$ cat src/rtl/inst_fetch_axi.sv
// Instruction fetch stage: one AXI4-Lite read per enabled, word-aligned PC.
// The fetched word is returned with a one-cycle valid strobe. A stall is
// requested while the read is outstanding. A redirect (flush) that arrives
// mid-transaction lets the bus transaction finish and drops its result.
module inst_fetch_axi #(
  parameter int unsigned ADDR_W  = 32,
  parameter int unsigned DATA_W  = 32,
  parameter logic [2:0]  AR_PROT = 3'b100
) (
  input  logic              clk,
  input  logic              rst,
  input  logic [ADDR_W-1:0] pc_i,
  input  logic              ce_i,
  input  logic              flush_i,
  output logic [DATA_W-1:0] inst_o,
  output logic              inst_valid_o,
  output logic              fetch_err_o,
  output logic              stallreq_o,
  output logic [ADDR_W-1:0] araddr,
  output logic              arvalid,
  input  logic              arready,
  output logic [2:0]        arprot,
  input  logic [DATA_W-1:0] rdata,
  input  logic [1:0]        rresp,
  input  logic              rvalid,
  output logic              rready
);

  typedef enum logic [1:0] {IDLE, ADDR, DATA} state_t;

  state_t state, state_nxt;
  logic   discard;
  logic   aligned, start, misaligned, ar_hs, r_hs;

  assign arprot = AR_PROT;

  // Decode of request conditions and handshakes, plus the combinational stall.
  always_comb begin
    aligned    = (pc_i[1:0] == 2'b00);
    start      = (state == IDLE) && ce_i && aligned && !flush_i;
    misaligned = (state == IDLE) && ce_i && !aligned;
    ar_hs      = arvalid && arready;
    r_hs       = rvalid && rready;
    stallreq_o = start || (state == ADDR) || ((state == DATA) && !rvalid);
  end

  // Next-state logic.
  always_comb begin
    state_nxt = state;
    unique case (state)
      IDLE: if (start) state_nxt = ADDR;
      ADDR: if (ar_hs) state_nxt = DATA;
      DATA: if (r_hs)  state_nxt = IDLE;
      default: state_nxt = IDLE;
    endcase
  end

  // State register.
  always_ff @(posedge clk) begin
    if (rst) state <= IDLE;
    else     state <= state_nxt;
  end

  // AXI channel controls, discard tracking and the returned instruction.
  always_ff @(posedge clk) begin
    if (rst) begin
      arvalid      <= 1'b0;
      rready       <= 1'b0;
      araddr       <= '0;
      inst_o       <= '0;
      inst_valid_o <= 1'b0;
      fetch_err_o  <= 1'b0;
      discard      <= 1'b0;
    end else begin
      inst_valid_o <= 1'b0;
      unique case (state)
        IDLE: begin
          if (start) begin
            araddr  <= pc_i;
            arvalid <= 1'b1;
          end else if (misaligned) begin
            inst_o       <= '0;
            fetch_err_o  <= 1'b1;
            inst_valid_o <= 1'b1;
          end
        end
        ADDR: begin
          if (flush_i) discard <= 1'b1;
          if (ar_hs) begin
            arvalid <= 1'b0;
            rready  <= 1'b1;
          end
        end
        DATA: begin
          if (r_hs) begin
            rready  <= 1'b0;
            discard <= 1'b0;
            // A flush arriving together with the data still drops it.
            if (!discard && !flush_i) begin
              inst_o       <= (rresp == 2'b00) ? rdata : '0;
              fetch_err_o  <= (rresp != 2'b00);
              inst_valid_o <= 1'b1;
            end
          end else if (flush_i) begin
            discard <= 1'b1;
          end
        end
        default: ;
      endcase
    end
  end

endmodule

$ cat config.mk
export PLATFORM = sky130hd
export DESIGN_NAME = inst_fetch_axi
export DESIGN_NICKNAME = d
export VERILOG_FILES = /design/src/rtl/inst_fetch_axi.sv
export SDC_FILE = /design/constraint.sdc
export NUM_CORES = 1
export LEC_CHECK = 0
export ABC_AREA = 1
export BUFFER_PORTS_ARGS = -buffer_cell sky130_fd_sc_hd__buf_4
export CAP_MARGIN = 0
export CORE_ASPECT_RATIO = 1.25
export CORE_MARGIN = 2
export CORE_UTILIZATION = 50
export CTS_CLUSTER_DIAMETER = 120
export DETAILED_ROUTE_END_ITERATION = 8
export MAX_ROUTING_LAYER = met4
export PLACE_DENSITY = 0.87
export SETUP_SLACK_MARGIN = 0.2
export SYNTH_ARGS = -nofsm -noshare
export SYNTH_HDL_FRONTEND = slang
export SYNTH_SLANG_ARGS = --single-unit
export TNS_END_PERCENT = 10
$ cat constraint.sdc
create_clock -name clk -period 3.8 [get_ports clk]
set_input_delay 0.38 -clock clk [delete_from_list [all_inputs] [get_ports clk]]
set_output_delay 0.38 -clock clk [all_outputs]
set_load 0.005 [all_outputs]
==> impl_metrics.ini, run 1 <==
[critical_path]
cp_max_fo = 35
startpoint_type = register
worstPathArrival_ns = 2.24
cp-end-kind = primary output
timing_worst_setup_path_type = reg2out
cp_data_required_time_ns = 3.42

[cells_and_area]
areaGrowthSynthToFinish_pct = 40.7
nets = 628
final-instance-count-excl-fill = 623
drive_gt1_share_pct = 30.0
fill_cells = 479
fin_area_sq_um = 4250
most-common-layout-cells = buf_4, nor2_1, nand2_1
mostFrequentLayoutCell = buf_4
diodes = 0
fin_util_pct = 73.0

[timing]
postLayoutSetupSlackWorst_ns = 1.18
skew_ns = 0.00868
final.min_clock_period_ns = 2.62
tns_ns = 0
final-setup-viol-count = 0
timing.final.crit_share_pct = 68.9
tightestPinTransition_ns = 0.955
finalHoldViolations = 0
slew_violations = 0
relSlewSlack_pct = 36.1
clock.fmax_mhz = 382
rsz0062_at_grt = false
whs_ns = 0.197

[drt]
via_per_inst = 4.98
num_vias = 3102
wl_mm = 7.62
ant_nets = 0
drtIter0Drc = 134
wl_per_cell_um = 12.2
drc = 0
drtPass1Iterations = 4

[synth]
ys_warn_count = 0
synth_cell_types = 22
ys_seq_elements = 71
netlist_instances = 428
syn_avg_cell_area_sq_um = 7.05
synth.cell_area_sq_um = 3020
ys_seq_area_share_pct = 47.1

[power_and_ir_drop]
ir_worst_vdd_mv = 0.388
power_mw = 3.28
power_density_nw_per_um2 = 772
power.leakage_nw = 2.06

[placement]
dp_worst_setup_slack_ns = 1.41
place_inst = 607
place_hpwl_mm = 5.49
portBuffers = 140
gp_congestion = 0.786
dpl_cell_area_sq_um = 4000

[job]
drv_cap = 0

[floorplan]
die_x_um = 73.5
die_area_sq_um = 6680
ios = 144
core_sq_um = 5820
fp.dieH_um = 90.9
initial_core_util_pct = 51.9
row_count = 31

[grt]
antenna_found_initial = 0
grt_overflow = 0
grt_pass1_wl_mm = 12.2
grt_usage_pct = 23.6
grt_max_degree = 54
grt_pass1_vias = 2805

[clock_tree]
cts.sinks = 71
root_buffer = clkbuf_8
numCtsBuffers = 9
cts-htree-levels = 3
cts.clk_slew.worst_paths_ns = 0.08
post-cts-setup-buffer-count = 0
cts_resized = 0
ctsHoldBuffers = 0
clk_path_buf_depth = 2
cts_tree = yes
clock_latency_ns = 0.34

[min_path]
worst_hold_path_type = in2reg

[run_status]
status = completed
## synth_stat cells, drive strengths merged
cell type / number / area share (%)
nand3b: 1 / 0.37
o22ai: 1 / 0.21
clkbuf: 9 / 1.1
inv: 23 / 2.9
o211ai: 1 / 0.25
nand3: 28 / 4.6
nand2: 81 / 10
buf: 21 / 4.4
o21ai: 36 / 6.3
nor3: 1 / 0.54
a21oi: 32 / 5.3
nor2: 116 / 15
dfxtp: 71 / 47
ha: 4 / 1.7
conb: 2 / 0.25
clkinv: 1 / 0.12
## layout make-up
| type | instances | area, sq um | share of cell area (%) |
|---|---|---|---|
| flip-flops and latches | 71 | 1420 | 33.5 |
| multi-input cells | 304 | 1340 | 31.6 |
| clock buffers | 9 | 124 | 2.92 |
| inverters | 24 | 90.1 | 2.12 |
| clock inverters | 7 | 120 | 2.83 |
| repair buffers | 142 | 1070 | 25.1 |
| well taps | 66 | 82.6 | 1.94 |
## final timing paths
kind / depth (start not counted) / startpoint / slack [ns] / endpoint
min: 2 / rst / 0.20 / inst_valid_o
max: 7 / state[0] / 1.18 / stallreq_o
max reg2reg: 8 / state[0] / 1.44 / inst_o[0]
min reg2reg: 2 / araddr[0] / 0.45 / araddr[0]
## worst max-delay path: stages, from the launching register on
cell and delay, ns:
dfxtp_1 0.33, inv_1 0.11, ha_1 0.35, nand2_2 0.13, inv_1 0.10, nand3b_2 0.44, o211ai_1 0.28, buf_4 0.15
## flip-flops by register name (all words and copies together) (netlist names)
| register | cells |
|---|---|
| arvalid | 1 |
| rready | 1 |
| inst_o | 32 |
| inst_valid_o | 1 |
| araddr | 32 |
| fetch_err_o | 1 |
| discard | 1 |
| state | 2 |
## logic make-up (layout without fill, tap and decap cells)
kind of cell	count (synthesis)	in the layout	synth area share, %
and+or+nand+nor	227	227	30.4
AOI/OAI and AO/OA	70	70	12.1
adders and majority gates	4	4	1.66
buffers and inverters	54	182	8.54
other	2	3	0.249
DFF	71	71	47.1
## per-layer routing
layer / up-vias / share of wire, % / wire [um] / global-route usage (%)
met2: 124 / 48 / 3650 / 37.0
met4: 0 / 2.0 / 154 / 11.5
met5: - / 0 / 0 / -
met1: 1373 / 41 / 3160 / 26.7
li1: 1592 / - / - / -
met3: 13 / 8.6 / 652 / 7.59
## report_power, final
group	internal [mW]	switching (mW)	total [mW]
combinational	0.650	0.831	1.48
sequential	0.955	0.114	1.07
clock	0.438	0.292	0.730
total	2.04	1.24	3.28
No activity file was read; power rests on OpenSTA's default activity.
==> run 2, diff against run 1 <==
- ABC_AREA: 1 -> 0
- CORE_UTILIZATION: 50 -> 42
- PLACE_DENSITY: 0.87 -> 0.78
- clock period: 3.8 -> 2.3 ns (I/O delays scaled with it)
==> run 2 against run 1 <==
Compared with the run above:
- die area is 20% higher
- non-clock buffer count is 7 higher
- synthesized area is 1.7% higher
- critical endpoint unchanged
- largest cell class is now multi-input combinational cells
- highest routed layer unchanged
==> impl_metrics.ini, run 2 <==
[run_status]
status = completed

[timing]
final.min_clock_period_ns = 1.94
skew_ns = 0.00855
relSlewSlack_pct = 55.8
timing.final.crit_share_pct = 84.5
clock.fmax_mhz = 515
finalHoldViolations = 0
slew_violations = 0
whs_ns = 0.134
tns_ns = 0
tightestPinTransition_ns = 0.663
rsz0062_at_grt = false
final-setup-viol-count = 0

[synth]
ys_seq_elements = 71
syn_avg_cell_area_sq_um = 8.96
yosys.area.top_type = dfxtp_1
synth-edff-count = 0
ys_warn_count = 0
synth_cell_types = 37
synth.cell_area_sq_um = 3070
ys_seq_area_share_pct = 46.3
async_flop_share_pct = 0
synth_ff_type = dfxtp_1
synth_area_leaders = dfxtp_1, mux2i_1, nand2b_1, o21ai_0, a21oi_1
synth_common_cells = dfxtp_1, nand2_1, nand2b_1
synth_most_common_cell = dfxtp_1
yosys.area.top_type_share_pct = 46.3
netlist_instances = 343

[clock_tree]
clk_path_buf_depth = 2
cts-htree-levels = 3
numCtsBuffers = 9
clock_latency_ns = 0.34
root_buffer = clkbuf_8
cts.clk_slew.worst_paths_ns = 0.07
cts.sinks = 71
cts_tree = yes
ctsHoldBuffers = 0

[cells_and_area]
final-instance-count-excl-fill = 567
largestRegisters = araddr: 32 flops, inst_o: 32 flops, state: 2 flops
nets = 548
fin_area_sq_um = 4440
areaGrowthSynthToFinish_pct = 44.4
mostFrequentLayoutCell = buf_4
drive_gt1_share_pct = 35.8
most-common-layout-cells = buf_4, dfxtp_1, nand2_1
diodes = 0

[power_and_ir_drop]
seqPwrFrac_pct = 43.7
swShare_pct = 21.1
power_density_nw_per_um2 = 648
combPwrFrac_pct = 10.2
p_clk_share_pct = 46.1
power_mw = 2.87
p_switching_mw = 0.605
ir_worst_vdd_mv = 0.334
power.leakage_nw = 1.93
internal_power_mw = 2.27

[floorplan]
row_count = 34
ios = 144
die_x_um = 80.5
die_area_sq_um = 8020
initial_core_util_pct = 43.8
fp.dieH_um = 99.6
core_sq_um = 7020

[placement]
place_hpwl_mm = 5.78
dpl_cell_area_sq_um = 4160
portBuffers = 140
gp_congestion = 0.890
place_inst = 551

[drt]
drtPass1Iterations = 4
wl_per_cell_um = 14.2
drtIter0Drc = 142
wl_mm = 8.07
num_vias = 2859
ant_nets = 0
via_per_inst = 5.04
drc = 0

[grt]
antenna_found_initial = 0
grt_usage_pct = 21.0
grt_pass1_vias = 2832
grt_pass1_wl_mm = 12.9
grt_overflow = 0
grt_max_degree = 74

[critical_path]
crit_family = simple AND/OR/NAND/NOR gates
timing_worst_setup_path_type = reg2out
cp_num_buf_inv = 2
reg2regPathDepth = 6
crit_chain = inv_1 -> ha_2 -> nand2_1 -> nor2_1 -> a211o_1 -> buf_4
cp_data_required_time_ns = 2.07
cp_max_fo = 9
startpoint_type = register
r2r_start = state[0]
cp.depth = 6
r2r_end = inst_o[30]
crit_slowest_cell = dfxtp_1
worstPathArrival_ns = 1.71
crit_path_max_incr_delay_ns = 0.33
cp-end-kind = primary output
r2r_slack_ns = 0.52

[min_path]
min_from = rdata[8]
worst_hold_path_type = in2reg
holdPathEnd = inst_o[8]
min_path_cells = 3

[job]
drv_cap = 0
==> run 2: metrics by stage <==
stage	util (%)	setup WS, ns
after floorplan	-	0.689
after global placement	59.3	0.543
after detailed placement	59.3	0.415
after CTS	63.2	0.257
after global routing	63.2	0.206
final	63.2	0.357
==> run 2: what timing repair did <==
item	in CTS	in global routing
endpoints found under the setup margin	0	1
gates resized for setup	0	1
buffers inserted	0	0
==> run 2: worst reg2reg max path: stages, from the launching register on <==
cell and delay (ns):
dfxtp_1 0.33, inv_1 0.12, ha_2 0.30, mux2_2 0.39
o221ai_4 0.08, buf_12 0.27, mux2i_1 0.23
==> run 2: worst max path at each step <==
stage | startpoint | slack, ns | end
6_report | state[0] | 0.36 | stallreq_o
3_3_place_gp | state[0] | 0.54 | fetch_err_o
3_5_place_dp | state[0] | 0.42 | inst_o[21]
2_1_floorplan | state[0] | 0.69 | inst_o[0]
5_1_grt | state[1] | 0.21 | stallreq_o
4_1_cts | state[0] | 0.26 | stallreq_o
==> run 2: power groups by stage <==
stage | registers (mW) | logic [mW] | clock network [mW]
floorplan | 1.28 | 0.141 | 0
CTS | 1.26 | 0.293 | 1.34
global placement | 1.28 | 0.288 | 0
finish | 1.26 | 0.292 | 1.32
global route | 1.26 | 0.316 | 1.41
detailed placement | 1.28 | 0.292 | 0
==> run 2: area by class of cell <==
class	instances	area (sq um)
Clock buffer	11	141
Clock inverter	5	129
Tap cell	90	113
Inverter	5	18.8
Timing Repair Buffer	149	1130
Fill cell	651	2580
Multi-Input combinational cell	236	1480
Sequential cell	71	1420
==> run 2: metal layers <==
metal  vias to the layer above  track usage, %  share of wire, %
li1                       1428               -                 -
met1                      1310            24.0                41
met2                       111            33.1                48
met3                        10            8.26               9.7
met4                         0            7.69               1.2
met5                         -               -                 0
==> run 2: cells by family after synthesis <==
group / Yosys count / synth area share (%)
AND/OR/NAND/NOR: 118 / 20.5
AO/OA/AOI/OAI: 77 / 14.3
flip-flops: 71 / 46.3
buffers and inverters: 37 / 5.87
multiplexers: 34 / 11.1
adder cells (fa/ha/maj): 4 / 1.63
other: 2 / 0.244
==> run 3, diff against run 2 <==
- ABC_AREA: 0 -> 1
- CORE_UTILIZATION: 42 -> 46
- PLACE_DENSITY: 0.78 -> 0.82
- clock period: 2.3 -> 1.8 ns (I/O delays scaled with it)
==> run 3 against run 2 <==
Compared with the run above:
- combinational power rose to 12 times the previous value
- sequential power grew 82%
- final area up 0.42%
- non-clock buffer count rose by 6
- sequential share of layout area is essentially flat
- critical path depth increased by 1
- clock skew increased by 0.0016 ns
==> impl_metrics.ini, run 3 (synthesized netlist as in run 1, its figures left out) <==
[cells_and_area]
nets = 641
areaGrowthSynthToFinish_pct = 47.5
mostFrequentLayoutCell = buf_4
final-instance-count-excl-fill = 656
largestRegisters = araddr: 32 flops, inst_o: 32 flops, state: 2 flops
diodes = 0
most-common-layout-cells = buf_4, nor2_1, nand2_1
drive_gt1_share_pct = 32.7

[floorplan]
row_count = 33
die_x_um = 76.5
core_sq_um = 6440
ios = 144
initial_core_util_pct = 46.9
fp.dieH_um = 94.6
die_area_sq_um = 7230

[power_and_ir_drop]
internal_power_mw = 4.59
ir_worst_vdd_mv = 0.964
p_switching_mw = 2.69
p_clk_share_pct = 21.1
power_density_nw_per_um2 = 1630
power_mw = 7.27
combPwrFrac_pct = 47.4
swShare_pct = 36.9
power.leakage_nw = 2.16
seqPwrFrac_pct = 31.4

[timing]
slew_violations = 0
tns_ns = 0
clock.fmax_mhz = 633
timing.final.crit_share_pct = 87.8
rsz0062_at_grt = true
skew_ns = 0.0102
final.min_clock_period_ns = 1.58
postLayoutSetupSlackWorst_ns = 0.220
finalHoldViolations = 0
final-setup-viol-count = 0

[grt]
grt_pass1_vias = 3022
busiest_layer = met2
grt_max_degree = 53
met3_usage_pct = 8.51
met1_usage_pct = 24.6
grt_pass1_wl_mm = 13.2
grt_usage_pct = 23.2
grt_overflow = 0
use_met2_pct = 39.2
antenna_found_initial = 0

[run_status]
status = completed

[drt]
via_per_inst = 4.88
drc = 0
ant_nets = 0
wl_mm = 8.02
drtPass1Iterations = 4
wl_per_cell_um = 12.2
drtIter0Drc = 154
num_vias = 3203

[clock_tree]
numCtsBuffers = 9
root_buffer = clkbuf_8
cts.sinks = 71
clock_latency_ns = 0.34
cts.clk_slew.worst_paths_ns = 0.07
clk_path_buf_depth = 2
cts_tree = yes
cts-htree-levels = 3
ctsHoldBuffers = 0

[placement]
place_hpwl_mm = 5.74
gp_congestion = 0.795
dp_worst_setup_slack_ns = 0.179
portBuffers = 140
place_inst = 637

[critical_path]
cp_max_fo = 3
cp_data_required_time_ns = 1.62
timing_worst_setup_path_type = reg2out
startpoint_type = register
cp-end-kind = primary output
worstPathArrival_ns = 1.40
r2r_slack_ns = 0.24

[min_path]
worst_hold_path_type = in2reg

[job]
drv_cap = 0
[run 3: path summary, 6_finish.rpt]
| path | end | cells past startpoint | start |
|---|---|---|---|
| worst max-delay path | stallreq_o | 7 | state[0] |
| worst min-delay path | inst_valid_o | 2 | rst |
| worst max register to register | inst_o[10] | 9 | state[1] |
| worst min register to register | araddr[0] | 2 | araddr[0] |
[run 3: critical path, stage by stage (launching register included)]
cell,delay (ns)
dfxtp_4,0.37
inv_6,0.07
ha_4,0.16
nand2_4,0.07
inv_4,0.06
nand3b_4,0.07
o211ai_1,0.12
buf_4,0.16
[run 3: what timing repair did]
| item | in CTS | in global routing |
|---|---|---|
| cloned | 0 | 1 |
| endpoints found under the setup margin | 27 | 30 |
| endpoints found under the hold margin | 0 | 0 |
| gates resized for setup | 15 | 3 |
| pin swaps | 2 | 2 |
| setup buffers | 3 | 0 |
[run 3: through the flow]
stage | util (%) | hold WS, ns | area, sq um
after CTS | 68.9 | 0.00167 | 4440
after global routing | 69.2 | 0.00735 | 4450
after detailed placement | 64.0 | 0.366 | 4120
final | 69.2 | 0.0140 | 4450
after global placement | 64.0 | 0.361 | 4120
after floorplan | - | 0.249 | 3020
[run 3: area by class of cell]
class / instances / area (sq um)
Multi-Input combinational cell: 304 / 1380
Clock buffer: 10 / 138
Tap cell: 87 / 109
Clock inverter: 5 / 106
Timing Repair Buffer: 155 / 1190
Sequential cell: 71 / 1430
Inverter: 24 / 100
Fill cell: 572 / 1990
[run 3: power groups by stage]
| stage | registers [mW] | clock network, mW | logic [mW] |
|---|---|---|---|
| CTS | 2.29 | 1.58 | 3.44 |
| global route | 2.33 | 1.64 | 3.90 |
| finish | 2.29 | 1.54 | 3.45 |
| global placement | 2.28 | 0 | 3.20 |
| detailed placement | 2.29 | 0 | 3.32 |
| floorplan | 2.29 | 0 | 2.16 |
[run 3: routing by layer]
metal | routed length (um) | vias up
met5 | 0 | -
met4 | 176 | 0
met3 | 749 | 17
met2 | 3790 | 152
met1 | 3300 | 1418
li1 | - | 1616
